**src/rtl/regfile_pkg.sv**
```systemverilog
// Shared constants and types for the general-purpose register file.
// Provides widths, address/data types and the hardwired-zero index.
package regfile_pkg;

    localparam int DATA_W   = 32;
    localparam int NUM_REGS = 32;
    localparam int ADDR_W   = $clog2(NUM_REGS);

    typedef logic [ADDR_W-1:0] reg_addr_t;
    typedef logic [DATA_W-1:0] reg_data_t;

    localparam reg_addr_t ZERO_REG = '0;

endpackage

```
**src/rtl/reg_cell.sv**
```systemverilog
// One write-enabled storage word of the register file.
// Ports: clk, reset (sync, active-high), wrEn, dataIn -> dataOut.
module reg_cell #(
    parameter int DATA_W = regfile_pkg::DATA_W
) (
    input  logic              clk,
    input  logic              reset,
    input  logic              wrEn,
    input  logic [DATA_W-1:0] dataIn,
    output logic [DATA_W-1:0] dataOut
);

    always_ff @(posedge clk) begin
        if (reset) begin
            dataOut <= '0;
        end else if (wrEn) begin
            dataOut <= dataIn;
        end
    end

endmodule

```
**src/rtl/reg_file.sv**
```systemverilog
// 2-read/1-write register file with write bypass and pending-write scoreboard.
// Ports: clk, reset, rdEn/rdAddrA/rdAddrB -> dataOutA/B, busyA/B (registered);
//        regWr/wrAddr/dataIn write port; issueValid/issueAddr mark pending.
module reg_file #(
    parameter int DATA_W   = regfile_pkg::DATA_W,
    parameter int NUM_REGS = regfile_pkg::NUM_REGS,
    parameter int ADDR_W   = regfile_pkg::ADDR_W
) (
    input  logic              clk,
    input  logic              reset,
    input  logic              rdEn,
    input  logic [ADDR_W-1:0] rdAddrA,
    input  logic [ADDR_W-1:0] rdAddrB,
    output logic [DATA_W-1:0] dataOutA,
    output logic [DATA_W-1:0] dataOutB,
    output logic              busyA,
    output logic              busyB,
    input  logic              regWr,
    input  logic [ADDR_W-1:0] wrAddr,
    input  logic [DATA_W-1:0] dataIn,
    input  logic              issueValid,
    input  logic [ADDR_W-1:0] issueAddr
);

    import regfile_pkg::*;

    localparam logic [ADDR_W-1:0] ZERO = ADDR_W'(ZERO_REG);

    logic [DATA_W-1:0]   regs [NUM_REGS];
    logic [NUM_REGS-1:0] pending;
    logic [NUM_REGS-1:0] pendingNext;
    logic                wrLive;
    logic                hitA;
    logic                hitB;

    assign regs[0] = '0;

    for (genvar i = 1; i < NUM_REGS; i++) begin : g_cell
        reg_cell #(
            .DATA_W (DATA_W)
        ) u_cell (
            .clk     (clk),
            .reset   (reset),
            .wrEn    (regWr && (wrAddr == ADDR_W'(i))),
            .dataIn  (dataIn),
            .dataOut (regs[i])
        );
    end

    assign wrLive = regWr && (wrAddr != ZERO);
    assign hitA   = regWr && (wrAddr == rdAddrA);
    assign hitB   = regWr && (wrAddr == rdAddrB);

    // Set is applied after clear so a same-cycle reissue stays pending.
    always_comb begin
        pendingNext = pending;
        if (regWr) begin
            pendingNext[wrAddr] = 1'b0;
        end
        if (issueValid && (issueAddr != ZERO)) begin
            pendingNext[issueAddr] = 1'b1;
        end
    end

    always_ff @(posedge clk) begin
        if (reset) begin
            pending <= '0;
        end else begin
            pending <= pendingNext;
        end
    end

    // Busy reflects the post-bypass view: a write this cycle resolves it.
    always_ff @(posedge clk) begin
        if (reset) begin
            dataOutA <= '0;
            dataOutB <= '0;
            busyA    <= 1'b0;
            busyB    <= 1'b0;
        end else if (rdEn) begin
            dataOutA <= (wrLive && hitA) ? dataIn : regs[rdAddrA];
            dataOutB <= (wrLive && hitB) ? dataIn : regs[rdAddrB];
            busyA    <= pending[rdAddrA] && !hitA;
            busyB    <= pending[rdAddrB] && !hitB;
        end
    end

endmodule

```
**config.mk**
```make
export PLATFORM = sky130hd
export DESIGN_NAME = reg_file
export DESIGN_NICKNAME = d
export VERILOG_FILES = /design/src/rtl/regfile_pkg.sv /design/src/rtl/reg_cell.sv /design/src/rtl/reg_file.sv
export SDC_FILE = /design/constraint.sdc
export NUM_CORES = 2
export LEC_CHECK = 0
export ABC_AREA = 1
export BUFFER_PORTS_ARGS = -buffer_cell sky130_fd_sc_hd__buf_4
export CAP_MARGIN = 20
export CELL_PAD_IN_SITES_DETAIL_PLACEMENT = 2
export CELL_PAD_IN_SITES_GLOBAL_PLACEMENT = 2
export CORE_MARGIN = 2
export CORE_UTILIZATION = 32
export CTS_CLUSTER_DIAMETER = 150
export CTS_CLUSTER_SIZE = 16
export DETAILED_ROUTE_END_ITERATION = 6
export PLACE_DENSITY = 0.83
export SYNTH_ARGS = -nofsm -noshare
export SYNTH_HDL_FRONTEND = slang
export SYNTH_SLANG_ARGS = --single-unit
```
**constraint.sdc**
```tcl
create_clock -name clk -period 1.7 [get_ports clk]
set_clock_uncertainty 0.2 [all_clocks]
set_input_delay 0.17 -clock clk [delete_from_list [all_inputs] [get_ports clk]]
set_output_delay 0.17 -clock clk [all_outputs]
set_load 0.01 [all_outputs]
```
Yosys cells after proc, flatten, opt, wreduce, memory -nomap -nowiden
Cells that the tools add are included.
{"block": "word_totals", "reg_bits": 1090, "output_inout_bits": 66}
{"block": "classes", "order_cmp": 8, "n_eq_ne": 33, "muxes": 18, "bitwise_logic": 5, "n_reduce_logical": 45}
{"operator": "$bmux 32 s5", "count": 2}
{"operator": "$mux 32", "count": 8}
{"operator": "$eq 5x5->1 const B", "count": 16}
{"operator": "$logic_and 1x1->1", "count": 41}
{"operator": "$eq 5x4->1 const B", "count": 8}
{"operator": "$and 32x32->32", "count": 1}
{"operator": "$not 32->32", "count": 1}
{"operator": "$or 32x32->32", "count": 1}
{"operator": "$lt 5x6->1 const B", "count": 4}
{"operator": "$eq 5x3->1 const B", "count": 4}
{"operator": "$ge 6x6->1 const B", "count": 2}
{"operator": "$not 5->6", "count": 2}
{"operator": "$bmux 1 s5", "count": 2}
{"operator": "$demux 1 s5", "count": 2}
{"operator": "$eq 5x2->1 const B", "count": 2}
{"operator": "$eq 5x5->1", "count": 2}
{"operator": "$ge 5x1->1 const B", "count": 2}
{"operator": "$reduce_bool 5->1", "count": 2}
{"operator": "$eq 5x1->1 const B", "count": 1}
{"operator": "$mux 1", "count": 4}
{"operator": "$logic_not 1->1", "count": 2}

Depth between registers and ports, before layout
{"block": "logic_depth", "ltp_word": 9, "mapped_depth": 13}

Modules after synthesis
Synthesis repeated with hierarchy kept, for this count alone.
{"block": "unflattened", "hier_cells": 11517, "hier_area_um2": 67713.7}
{"module": "reg_cell", "n_inst": 31, "cells_each": 203, "area_per_inst_um2": 1338.8}
{"module": "reg_file", "n_inst": 1, "cells_each": 5224, "area_per_inst_um2": 26211.4}

Least setup slack after synthesis
Ideal clock, no wire load.
{"block": "synth_path", "kind": "input to register", "start": "input rdAddrA[0]", "end": "register dataOutA[16]", "setup_ns": 0.119, "arrival_ns": 1.291, "t_required_ns": 1.381, "path_slack_ns": 0.089, "stages": 11, "n_path_buf": 3, "path_cell_list": "buf_2 > inv_2 > buf_2 > clkbuf_1 > nand2_1 > nand3_1 > nand3_1 > nand3_1 > nand3_1 > nand3_1 > a21oi_1"}
{"block": "synth_via", "elab_chain_len": 5, "word_cells_on_any_way": 8, "cone_classes": "eq/ne (1); mux (4); bitwise (1); reduce/logical (2)"}
{"item": "start: declaration", "line": "reg_file.sv:12", "text": "input logic [ADDR_W-1:0] rdAddrA,"}
{"item": "$not 5->6 (implied by the code)", "line": "reg_file.sv:81", "text": "dataOutA <= (wrLive && hitA) ? dataIn : regs[rdAddrA];"}
{"item": "$bmux 32 s5", "line": "reg_file.sv:81"}
{"item": "$mux 32 (implied by the code) (2 in series)", "line": "reg_file.sv:81"}
{"item": "$mux 32 (*)", "line": "reg_file.sv:81"}
{"item": "end signal: assignment", "line": "reg_file.sv:81"}
{"item": "end: declaration", "line": "reg_file.sv:14", "text": "output logic [DATA_W-1:0] dataOutA,"}
Every way passes the cells marked *; elsewhere a longest branch is shown, timed or not. The select of a mux whose other input is x is not followed.
A chain may end at the register's enable or synchronous reset.

Final worst setup path
{"block": "layout_path", "start": "register dataOutB[0]", "end": "output dataOutB[0]"}
{"item": "start: declaration", "line": "reg_file.sv:15", "text": "output logic [DATA_W-1:0] dataOutB,"}
{"item": "start signal: assignment", "line": "reg_file.sv:82", "text": "dataOutB <= (wrLive && hitB) ? dataIn : regs[rdAddrB];"}
No word-level cell between the ends.

==> run summary <==
Final Critical Period - 1.866 ns
GRT overflow - 0
synthesized area - 0.05851 mm²
max_slew headroom - 47.61%
Worst setup SP type - flop
Nets - 9227
endpoint type of the worst setup path - output port
detailed placer's ending HPWL - 223200 µm
final count of pins violating max slew - 0
Worst path max stage delay - 0.56 ns
Place WS - -0.5967 ns
failing checks - negative setup slack
P_leak - 28.27 nW
leading area contributor after synthesis - dfxtp_1
largest net degree at the start of global routing - 116
crit-path max FO - 2
Syn Area/Cell - 6.310 µm²
Die W - 431.6 µm
initial antenna violation count - 10
FFs w/ async S/R, synth - 0%
leading cell types by count after synthesis - 2247 x nand2_1, 1846 x nand3_1, 1090 x dfxtp_1
Bufs and invs on worst path - 1
HP Class - input port to flop
Ports - 123
Vias - 72.30k
synth unique cells - 20
FMAX - 536.0 MHz
worst-path cell chain - buf_6
Synth Flop Type - dfxtp_1
clk_lat worst skew - 0.77 ns
DRC - 0
slowest CP cell - dfxtp_4
initial core utilization - 32.30%
Worst-path clk slew - 0.09 ns
gr usage total - 37.12%
Syn-to-layout area delta - 18.67%
clk buf depth - 3
max-cap viol count - 0
Util after Layout - 38.33%
first-pass GRT wire length - 525100 µm
DIE AREA - 0.1863 mm²
arrival time worst endpoint - 1.50 ns
die span in y - 431.6 µm
crit path kind - flop to output port
Synth warnings - 0
FF+latch count, synth - 1090
row cnt - 156
core footprint - 0.1811 mm²
Routed Antenna Nets - 0
Slew @ Worst Pin - 0.7859 ns
vias in the first global route - 79.33k
peak supply drop - 0.6884 mV
share of layout cells above drive strength 1 - 9.601%
cell count after synthesis - 9273
drt total wl - 355600 µm
final hold violations - 0
Area contributors post-synth - dfxtp_1 37%, nand3_1 16%, nand2_1 14%
gate family responsible for the most delay along the worst path - flip-flops
placed inst area - 0.06649 mm²
CTS Root Cell - clkbuf_16
setup ws final - -0.1657 ns
final hold slack - 0.06417 ns
Initial DRC Count - 6576
final period utilization - 109.7%
drt wl/cell - 30.78 µm
outcome - complete, but fails checks
Seq/Total Area, Yosys - 37.30%
R2R Setup Slk - -0.10 ns
TritonCTS Buffers - 78
Port Buf Inserts - 122
post-synth top area share - 37.30%
RSZ-0062 raised after global routing - yes
CP Data Required Time - 1.33 ns
EDFF count, synth - 0
H-tree depth - 3
post-synthesis net count - 9330
CTS tree - built
Via density - 6.258
final setup fails - 20
routability cong. - 0.8857
power density cells - 802.8 mW/mm²
most frequent cell after synthesis - nand2_1
fin area - 0.06943 mm²
TritonRoute pass-1 iters - 6
fill count - 21.48k
Clock Sinks - 1090
-- cell families (layout without fill, tap and decap cells) --
family	count (synthesis)	count (layout)	synth area share (%)
flops	1090	1090	37.30
simple gates	4192	4192	30.98
compound gates	2302	2302	19.80
other cells	0	7	0
buf+inv	1689	1592	11.93
-- sequential cells by signal, indices dropped and copies added, names as in the netlist --
name / cells
dataOutA: 32
busyB: 1
g_cell.u_cell.dataOut: 992
pending: 32
dataOutB: 32
busyA: 1
-- what timing repair did --
item                                    4_1_cts  5_1_grt
endpoints found under the setup margin       46       46
pin swaps                                     0        1
hold endpoints to repair                   1079        0
hold buffers                                 48        0
setup buffers                                 3        0
resized for setup                           109       34
-- cells in the final DEF, fill, tap and decap left out --
master         instances
buf_4                344
inv_1                763
dlygate4sd3_1         47
nand2_1             2247
nand3_2                5
inv_2                 10
dfxtp_2               15
buf_12               296
dfxtp_4               37
buf_6                 29
clkbuf_8               2
nor3_1                16
dfxtp_1             1038
nor2_4                31
inv_6                  2
clkinv_8               2
nor3_4                 2
or2_2                  2
clkinv_4               1
nand3_1             1840
inv_8                  7
clkbuf_16             81
a21oi_1             1085
nand3_4                3
diode_2                7
o21ai_1              201
o211ai_1              25
clkinv_2               3
inv_4                  1
o21ai_0              987
buf_8                  4
nor2_1                46
a21oi_2                4
-- stage by stage --
stage | std cells | power [mW] | TNS, ns
after global placement | 11410 | 35.97 | -243.80
after detailed placement | 11410 | 36.42 | -363.17
after global routing | 11550 | 57.10 | -1.026
after floorplan | 9273 | 31.46 | 0
after CTS | 11550 | 55.29 | -0.5043
final | 11550 | 55.74 | -0.9143
-- final cells by class --
cell class,count,area [µm²],area share [%]
diodes,7,17.52,0.02523
clock buffers,81,2027,2.919
clock inverters,5,58.81,0.08470
inverters,784,3002,4.323
multi-input cells,6494,29990,43.19
flip-flops and latches,1090,21980,31.65
well taps,2370,2965,4.271
repair buffers,722,9393,13.53
-- path summary, 6_finish.rpt --
path                                                endpoint  cells after the start                                  startpoint
setup / recovery                                 dataOutB[0]                      1                    dataOutB[0]$_SDFFE_PP0P_
hold reg to reg                       pending[13]$_SDFF_PP0_                      2                      pending[13]$_SDFF_PP0_
setup reg to reg                   dataOutA[12]$_SDFFE_PP0P_                      8  g_cell[10].u_cell.dataOut[12]$_SDFFE_PP0P_
hold / removal    g_cell[26].u_cell.dataOut[30]$_SDFFE_PP0P_                      6                                   wrAddr[2]
-- per-layer routing --
| layer | up-vias | part of all wire [%] | global-route usage (%) |
|---|---|---|---|
| li1 | 30330 | - | - |
| met1 | 36680 | 38 | 42.50 |
| met2 | 3715 | 46 | 59.72 |
| met3 | 1561 | 8.3 | 8.440 |
| met4 | 8 | 8.6 | 29.23 |
| met5 | - | 0.013 | 0 |
-- power breakdown --
group          total [mW]  switching (mW)  internal, mW  leakage, nW
Sequential           26.5           0.572          25.9         8.84
Combinational        10.1            6.84          3.23         18.4
Clock                19.2            10.6          8.50         1.03
No activity file was read; power rests on OpenSTA's default activity.
